$ cat src/rtl/dt_backward_pass.sv
// Backward (reverse raster) pass of a two-pass distance transform over a row-major frame buffer.
// Optional DT_ZERO_SKIP_EN: zero-valued centre pixels are skipped after RD_C with no write-back.
module dt_backward_pass #(
  parameter int IMG_W  = 128,
  parameter int IMG_H  = 128,
  parameter int PIX_W  = 8,
  parameter int ADDR_W = 14
) (
  input  logic              clk,
  input  logic              reset,
  input  logic              start,
  input  logic              mode,
  output logic              busy,
  output logic              done,
  output logic [ADDR_W-1:0] mem_addr,
  output logic              mem_rd,
  input  logic [PIX_W-1:0]  mem_rdata,
  output logic              mem_we,
  output logic [PIX_W-1:0]  mem_wdata
);

  typedef enum logic [2:0] {IDLE, RD_C, RD_E, RD_SW, RD_S, RD_SE, WR, DONE} state_t;

  localparam int                COL_W      = $clog2(IMG_W);
  localparam int                SUM_W      = PIX_W + 3;
  localparam logic [ADDR_W-1:0] FIRST_ADDR = ADDR_W'((IMG_H - 2) * IMG_W + (IMG_W - 2));
  localparam logic [ADDR_W-1:0] LAST_ADDR  = ADDR_W'(IMG_W + 1);
  localparam logic [ADDR_W-1:0] OFF_SW     = ADDR_W'(IMG_W - 1);
  localparam logic [ADDR_W-1:0] OFF_S      = ADDR_W'(IMG_W);
  localparam logic [ADDR_W-1:0] OFF_SE     = ADDR_W'(IMG_W + 1);
  localparam logic [COL_W-1:0]  COL_LAST   = COL_W'(IMG_W - 2);
  localparam logic [PIX_W-1:0]  PIX_MAX    = {PIX_W{1'b1}};

  state_t             state, state_nxt;
  logic               mode_q;
  logic               advance;
  logic [ADDR_W-1:0]  cur;
  logic [COL_W-1:0]   col;
  logic [PIX_W-1:0]   pix_c, pix_e, pix_sw, pix_s, pix_se;
  logic [SUM_W-1:0]   w_orth, w_diag;
  logic [PIX_W-1:0]   cand_e, cand_sw, cand_s, cand_se, min_val;

  // Sums are formed wide so an overflowing neighbour clamps to the maximum distance instead of wrapping.
  function automatic logic [PIX_W-1:0] sat_add(input logic [PIX_W-1:0] a, input logic [SUM_W-1:0] w);
    logic [SUM_W-1:0] s;
    s = SUM_W'(a) + w;
    return (s > SUM_W'(PIX_MAX)) ? PIX_MAX : s[PIX_W-1:0];
  endfunction

  function automatic logic [PIX_W-1:0] min2(input logic [PIX_W-1:0] a, input logic [PIX_W-1:0] b);
    return (a < b) ? a : b;
  endfunction

  assign w_orth  = mode_q ? SUM_W'(3) : SUM_W'(1);
  assign w_diag  = mode_q ? SUM_W'(4) : SUM_W'(1);
  assign cand_e  = sat_add(pix_e, w_orth);
  assign cand_s  = sat_add(pix_s, w_orth);
  assign cand_sw = sat_add(pix_sw, w_diag);
  assign cand_se = sat_add(pix_se, w_diag);
  assign min_val = min2(min2(min2(pix_c, cand_e), min2(cand_s, cand_sw)), cand_se);

  always_comb begin
    state_nxt = state;
    busy      = 1'b0;
    done      = 1'b0;
    mem_rd    = 1'b0;
    mem_we    = 1'b0;
    mem_addr  = '0;
    mem_wdata = '0;
    advance   = 1'b0;
    case (state)
      IDLE, DONE: begin
        done = (state == DONE);
        if (start) state_nxt = RD_C;
      end
      RD_C: begin
        busy      = 1'b1;
        mem_rd    = 1'b1;
        mem_addr  = cur;
        state_nxt = RD_E;
`ifdef DT_ZERO_SKIP_EN
        if (mem_rdata == '0) advance = 1'b1;
`else
`endif
      end
      RD_E: begin
        busy      = 1'b1;
        mem_rd    = 1'b1;
        mem_addr  = cur + ADDR_W'(1);
        state_nxt = RD_SW;
      end
      RD_SW: begin
        busy      = 1'b1;
        mem_rd    = 1'b1;
        mem_addr  = cur + OFF_SW;
        state_nxt = RD_S;
      end
      RD_S: begin
        busy      = 1'b1;
        mem_rd    = 1'b1;
        mem_addr  = cur + OFF_S;
        state_nxt = RD_SE;
      end
      RD_SE: begin
        busy      = 1'b1;
        mem_rd    = 1'b1;
        mem_addr  = cur + OFF_SE;
        state_nxt = WR;
      end
      WR: begin
        busy      = 1'b1;
        mem_we    = 1'b1;
        mem_addr  = cur;
        mem_wdata = min_val;
        advance   = 1'b1;
      end
      default: state_nxt = IDLE;
    endcase
    if (advance) state_nxt = (cur == LAST_ADDR) ? DONE : RD_C;
  end

  // The column counter avoids a modulo on cur; wrapping from col 1 jumps over both border columns.
  always_ff @(posedge clk) begin
    if (!reset) begin
      state  <= IDLE;
      mode_q <= 1'b0;
      cur    <= '0;
      col    <= '0;
      pix_c  <= '1;
      pix_e  <= '1;
      pix_sw <= '1;
      pix_s  <= '1;
      pix_se <= '1;
    end else begin
      state <= state_nxt;
      if ((state == IDLE || state == DONE) && start) begin
        mode_q <= mode;
        cur    <= FIRST_ADDR;
        col    <= COL_LAST;
      end
      if (advance) begin
        if (col == COL_W'(1)) begin
          cur <= cur - ADDR_W'(3);
          col <= COL_LAST;
        end else begin
          cur <= cur - ADDR_W'(1);
          col <= col - COL_W'(1);
        end
      end
      case (state)
        RD_C:    pix_c  <= mem_rdata;
        RD_E:    pix_e  <= mem_rdata;
        RD_SW:   pix_sw <= mem_rdata;
        RD_S:    pix_s  <= mem_rdata;
        RD_SE:   pix_se <= mem_rdata;
        default: ;
      endcase
    end
  end

endmodule

$ cat config.mk
export PLATFORM = sky130hd
export DESIGN_NAME = dt_backward_pass
export DESIGN_NICKNAME = d
export VERILOG_FILES = /design/src/rtl/dt_backward_pass.sv
export SDC_FILE = /design/constraint.sdc
export NUM_CORES = 1
export LEC_CHECK = 0
export CAP_MARGIN = 10
export CORE_MARGIN = 3
export CORE_UTILIZATION = 45
export CTS_BUF_LIST = sky130_fd_sc_hd__clkbuf_8
export CTS_CLUSTER_DIAMETER = 80
export DETAILED_ROUTE_END_ITERATION = 10
export GPL_TIMING_DRIVEN = 0
export PLACE_DENSITY = 0.76
export SKIP_LAST_GASP = 1
export SLEW_MARGIN = 20
export SYNTH_ARGS = -nofsm -noshare
export SYNTH_HDL_FRONTEND = slang
export SYNTH_SLANG_ARGS = --single-unit
$ cat constraint.sdc
create_clock -name clk -period 8.25 [get_ports clk]
set_clock_uncertainty 0.05 [all_clocks]
set_input_delay 1.65 -clock clk [delete_from_list [all_inputs] [get_ports clk]]
set_output_delay 1.65 -clock clk [all_outputs]
set_load 0.005 [all_outputs]
; ---- Word level (Yosys, flattened, before mapping)
; Cells that the tools add are included.
[word_totals]
register_bits = 65
inputBits = 12
out_inout_bits = 26
word_cells = 74
[op_classes]
n_addsub = 11
n_lt_le_gt_ge = 8
eq_ne = 10
muxes = 26
n_reduce_logical = 10
[ops]
columns = cell, count
row1 = 8-bit 2-to-1 mux, 9
row2 = 14-bit case mux with 5 select lines, 1
row3 = 14-bit 2-to-1 mux, 3
row4 = "9-bit by 8-bit > comparator with 1-bit output, second input constant", 4
row5 = 8-bit < comparator, 4
row6 = "14-bit by 8-bit adder with 14-bit output, second input constant", 2
row7 = 7-bit 2-to-1 mux, 3
row8 = 8-bit by 2-bit adder with 9-bit output, 2
row9 = 8-bit by 3-bit adder with 9-bit output, 2
row10 = 3-bit case mux with 6 select lines, 1
row11 = "14-bit by 1-bit adder with 14-bit output, second input constant", 1
row12 = "14-bit by 7-bit adder with 14-bit output, second input constant", 1
row13 = "14-bit by 8-bit equality test with 1-bit output, second input constant", 1
row14 = "14-bit by 1-bit subtractor with 14-bit output, second input constant", 1
row15 = "14-bit by 2-bit subtractor with 14-bit output, second input constant", 1
row16 = "3-bit equality test, second input constant", 4
row17 = 3-bit 2-to-1 mux, 4
row18 = "7-bit by 1-bit equality test with 1-bit output, second input constant", 1
row19 = 7-bit nonzero test, 1
row20 = "7-bit by 1-bit subtractor with 7-bit output, second input constant", 1
row21 = "3-bit by 2-bit equality test with 1-bit output, second input constant", 2
row22 = 6-bit OR reduction, 1
row23 = 5-bit OR reduction, 1
row24 = 1-bit 2-to-1 mux, 4
row25 = 9 further kinds, 10

; ---- Logic depth before layout (Yosys ltp)
; Gate-level depths: netlist of run 1.
[depth]
word_depth = 11
depth_mapped = 34
mapped_depth_nobuf = 32

; ---- Worst setup path before layout of run 1
; OpenSTA, ideal clock, no wires.
[synth_path]
kind = reg2out
startpoint = reg mode_q
endpoint = out mem_wdata[4]
arrival_ns = 6.653
required_ns = 6.550
path_slack_ns = -0.103
stages_incl_launch_ff = 33
path_buffers = 2
cell_sequence = dfxtp_1 inv_1 ha_1 ha_1 a21oi_1 nor2_1 nand3b_1 o21ai_0 ha_1 and2_4 a221o_1 a221o_2 nand2_2 mux2i_1 inv_1 ha_1 a21o_1 a21oi_1 and4b_1 a22o_1 buf_6 mux2_4 inv_1 ha_1 a21o_1 a21o_1 a211o_1 nor3_1 o21ai_0 o21ai_1 buf_4 o21ai_0 a21oi_1
[synth_via]
elab_chain_len = 11
word_cells_on_any_way = 23
classes_between = add/sub: 4 / order compare: 8 / mux: 11
[synth_lines]
columns = item, line_no
row1 = from (decl), 35  ; logic mode_q;
row2 = from (signal assigned), 137  ; mode_q <= mode;
row3 = 2-bit 2-to-1 mux / 3-bit 2-to-1 mux (equally long branches), "54, 55"
row4 = 8-bit by 2-bit adder with 9-bit output / 8-bit by 3-bit adder with 9-bit output (equally long branches), 46  ; s = SUM_W'(a) + w;
row5 = 9-bit by 8-bit > comparator with 1-bit output, 47  ; return (s > SUM_W'(PIX_MAX)) ? PIX_MAX : s[PIX_W-1:0];
row6 = 8-bit 2-to-1 mux, 47
row7 = 8-bit < comparator, 51  ; return (a < b) ? a : b;
row8 = 8-bit 2-to-1 mux, 51
row9 = 8-bit < comparator, 51
row10 = 8-bit 2-to-1 mux, 51
row11 = 8-bit < comparator, 51
row12 = 8-bit 2-to-1 mux *, 51
row13 = 8-bit 2-to-1 mux *, 71  ; case (state)
row14 = to (decl), 19  ; output logic [PIX_W-1:0] mem_wdata
; Mark *: on every way between the ends. The rest lies on a longest branch, timed or not.

; ---- Final worst setup path of run 1
[layout_path]
startpoint = reg mode_q
endpoint = out mem_wdata[0]
; The elaborated chain is that of the path after synthesis.

==> results of run 1 <==
## stage by stage
stage	hold slack, ns	setup TNS (ns)	worst slack [ns]
after floorplan	0.389	0	0.0982
after global placement	0.406	-8.08	-1.14
after detailed placement	0.408	-8.39	-1.18
after CTS	0.421	-0.0364	-0.0276
after global routing	0.454	-4.36	-0.622
final	0.423	-1.97	-0.300
## critical path: cells and delay by family (launching register included)
family / cells / cell delay, ns
adders and majority gates: 4 / 0.94
AOI/OAI and AO/OA: 13 / 2.30
DFF: 1 / 0.45
buffers and inverters: 8 / 0.96
muxes: 2 / 0.59
and+or+nand+nor: 7 / 1.24
## area by class of cell
| cell class | count | area share (%) |
|---|---|---|
| plain buffers | 32 | 2.17 |
| clock buffers | 12 | 2.27 |
| flip-flops and latches | 65 | 18.0 |
| well taps | 168 | 2.89 |
| clock inverters | 3 | 0.224 |
| inverters | 47 | 2.49 |
| repair buffers | 82 | 9.41 |
| multi-input cells | 607 | 62.5 |
## flip-flops by register name, summed over array words and instances, names as in the netlist
name    flops
mode_q      1
col         7
pix_c       8
pix_e       8
cur        14
pix_s       8
state       3
pix_se      8
pix_sw      8
## layer usage
metal  GRT usage (%)  wire (um)  vias to the layer above
li1                -          -                     2882
met1            30.2       7440                     2884
met2            40.7       8360                      226
met3            3.21        817                       39
met4            8.72        496                        0
met5               0          0                        -
## final timing paths
check                           slack, ns  startpoint           end  depth (start not counted)
worst max-delay path                -0.30      mode_q  mem_wdata[0]                         34
worst max register to register       5.55    state[2]       cur[11]                         11
worst min-delay path                 0.42      col[6]        col[6]                          1
worst min register to register       0.42      col[6]        col[6]                          1
## repair_timing
item / in CTS / in global routing
endpoints found under the setup margin: 8 / 8
buffers inserted: 34 / 12
gates resized for setup: 107 / 41
pin swaps: 31 / 25
## Yosys cell counts, types with 4 or more instances
cell,n
xor2_1,9
a21oi_1,53
and2_1,4
a21o_1,11
a311oi_1,4
ha_1,50
a211oi_1,5
a31oi_1,5
nor2_1,61
clkbuf_1,21
mux2i_1,16
nand3_1,54
a22o_1,7
o211ai_1,10
o31ai_1,8
o21ai_0,24
nor3_1,21
xnor2_1,24
fa_1,4
nand4_1,6
inv_1,44
nand2_1,128
a221oi_1,4
buf_2,4
a211o_1,4
mux2_4,5
nor2b_1,5
dfxtp_1,65
buf_4,4
o22ai_1,4
nand2b_1,6
nor4_1,4
## cells by family after synthesis
group / Yosys count / synth area share, %
AOI/OAI and AO/OA: 179 / 22.7
adders and majority gates: 56 / 12.8
and+or+nand+nor: 314 / 25.6
buffers and inverters: 80 / 5.91
xor gates and xnor gates: 33 / 5.10
muxes: 25 / 4.94
DFF: 65 / 22.9
## cell usage in the layout (no fill, tap or decap), drive strengths merged, types with 28 or more instances in the layout
cell / count
inv: 45
nand3: 54
buf: 62
a21oi: 54
nor2: 62
clkbuf: 36
dfxtp: 65
nand2: 129
clkdlybuf4s50: 28
ha: 50
==> flow_metrics.py, run 1 <==
metrics = {
    "synth": {
        "ys.flop_type": "dfxtp_1",
        "synth-seq-area-share_pct": 22.9,
        "synth_cells": 752,
        "synth_top_area_share_pct": 22.9,
        "synth.area.top_cells": "dfxtp_1, ha_1, nand2_1",
        "yosysTopAreaCell": "dfxtp_1",
        "synthArstFlopShare_pct": 0,
        "synth_fp_nets": 818,
        "avgSynthCellArea_um2": 7.54,
        "yosys_warnings": 0,
        "yosysUniqueCellTypes": 81,
        "synth_edf_count": 0,
        "synth_area_um2": 5670,
        "ys_ff_latch": 65,
    },
    "critical_path": {
        "slowest_stage": "dfxtp_4",
        "start_kind": "register",
        "cp_slowest_stage_delay_ns": 0.45,
        "cp_max_fo": 7,
        "critPathCaptureType": "output pin",
        "critPathKind": "reg2out",
        "worst_path_most_repeated_cell": "a21o_1",
        "arrival_ns": 6.85,
        "crit_required_ns": 6.55,
    },
    "finish": {
        "antennaDiodeCount": 0,
        "seq_area_um2": 1310,
        "fillers": 1055,
        "nets": 910,
        "drive_above_1_share_pct": 21.3,
        "syn_to_final_growth_pct": 28.2,
        "utilization_pct": 59.8,
        "postLayoutCellArea_um2": 7270,
        "finalNonFillerCells": 1016,
        "multi_input_area_um2": 4540,
    },
    "clock_network": {
        "cts_tree": "yes",
        "cts.path.max_buffers": 2,
        "clk_pin_slew_ns": 0.07,
        "cts_max_level": 3,
        "cts_root_buffer": "clkbuf_8",
        "worstSkewPairLatency_ns": 0.34,
        "cts_sinks": 65,
        "cts_buffers": 9,
        "cts_hold_buffers": 0,
    },
    "timing": {
        "hold_viol_final": 0,
        "setup_viol": 8,
        "fin_crit_ns": 8.55,
        "post-route-period-util_pct": 104,
        "worstMarginPinSlew_ns": 0.841,
        "slew_viol_final": 0,
        "rsz0062_at_grt": "yes",
        "max_freq_ghz": 0.117,
        "setup_ws_ns": -0.300,
        "slew_headroom_pct": 43.5,
    },
    "floorplanning": {
        "fp.coreArea_um2": 12200,
        "start_util_pct": 46.6,
        "die_w_um": 118,
        "ios": 38,
        "dieHeight_um": 118,
        "rows": 40,
        "dieArea_um2": 14000,
    },
    "drt": {
        "dr.first_iter.drc_count": 423,
        "ant_nets": 0,
        "vias": 6031,
        "drt_pre_antenna_iters": 5,
        "avgRoutedWirePerCell_um": 16.8,
        "route.detailed.drc": 0,
        "viasPerCell": 5.94,
        "routed_wl_um": 17100,
    },
    "global_routing": {
        "grt_pass1_vias": 5624,
        "gr-total-overflow": 0,
        "grt_pass1_wl_um": 27800,
        "antenna_found_initial": 0,
        "grt_max_degree": 17,
        "grt_usage_pct": 23.7,
    },
    "run_status": {
        "outcome": "finished with violations",
        "violations": "setup timing",
    },
    "placement": {
        "place_area_um2": 6250,
        "dp_cells": 956,
        "port_buffers": 36,
        "dp_hpwl_um": 11600,
        "place.gp.congestion": 0.915,
    },
    "job": {
        "max_cap_viol_count": 0,
    },
    "hold_path": {
        "hp-class": "reg2reg",
    },
}
Power of run 1 is not shown: default switching activity piles up to over one toggle a cycle in this logic, so the estimate is an artifact.
==> run 2: changes to the inputs <==
--- a/config.mk
+++ b/config.mk
@@ -9,7 +9,6 @@
 export CORE_MARGIN = 3
 export CORE_UTILIZATION = 45
 export CTS_BUF_LIST = sky130_fd_sc_hd__clkbuf_8
-export CTS_CLUSTER_DIAMETER = 80
 export DETAILED_ROUTE_END_ITERATION = 10
 export GPL_TIMING_DRIVEN = 0
 export PLACE_DENSITY = 0.76
==> results of run 2 <==
Final layout, timing and power as in run 1 (identical DEF).
Power of run 2 is left out for the same reason.
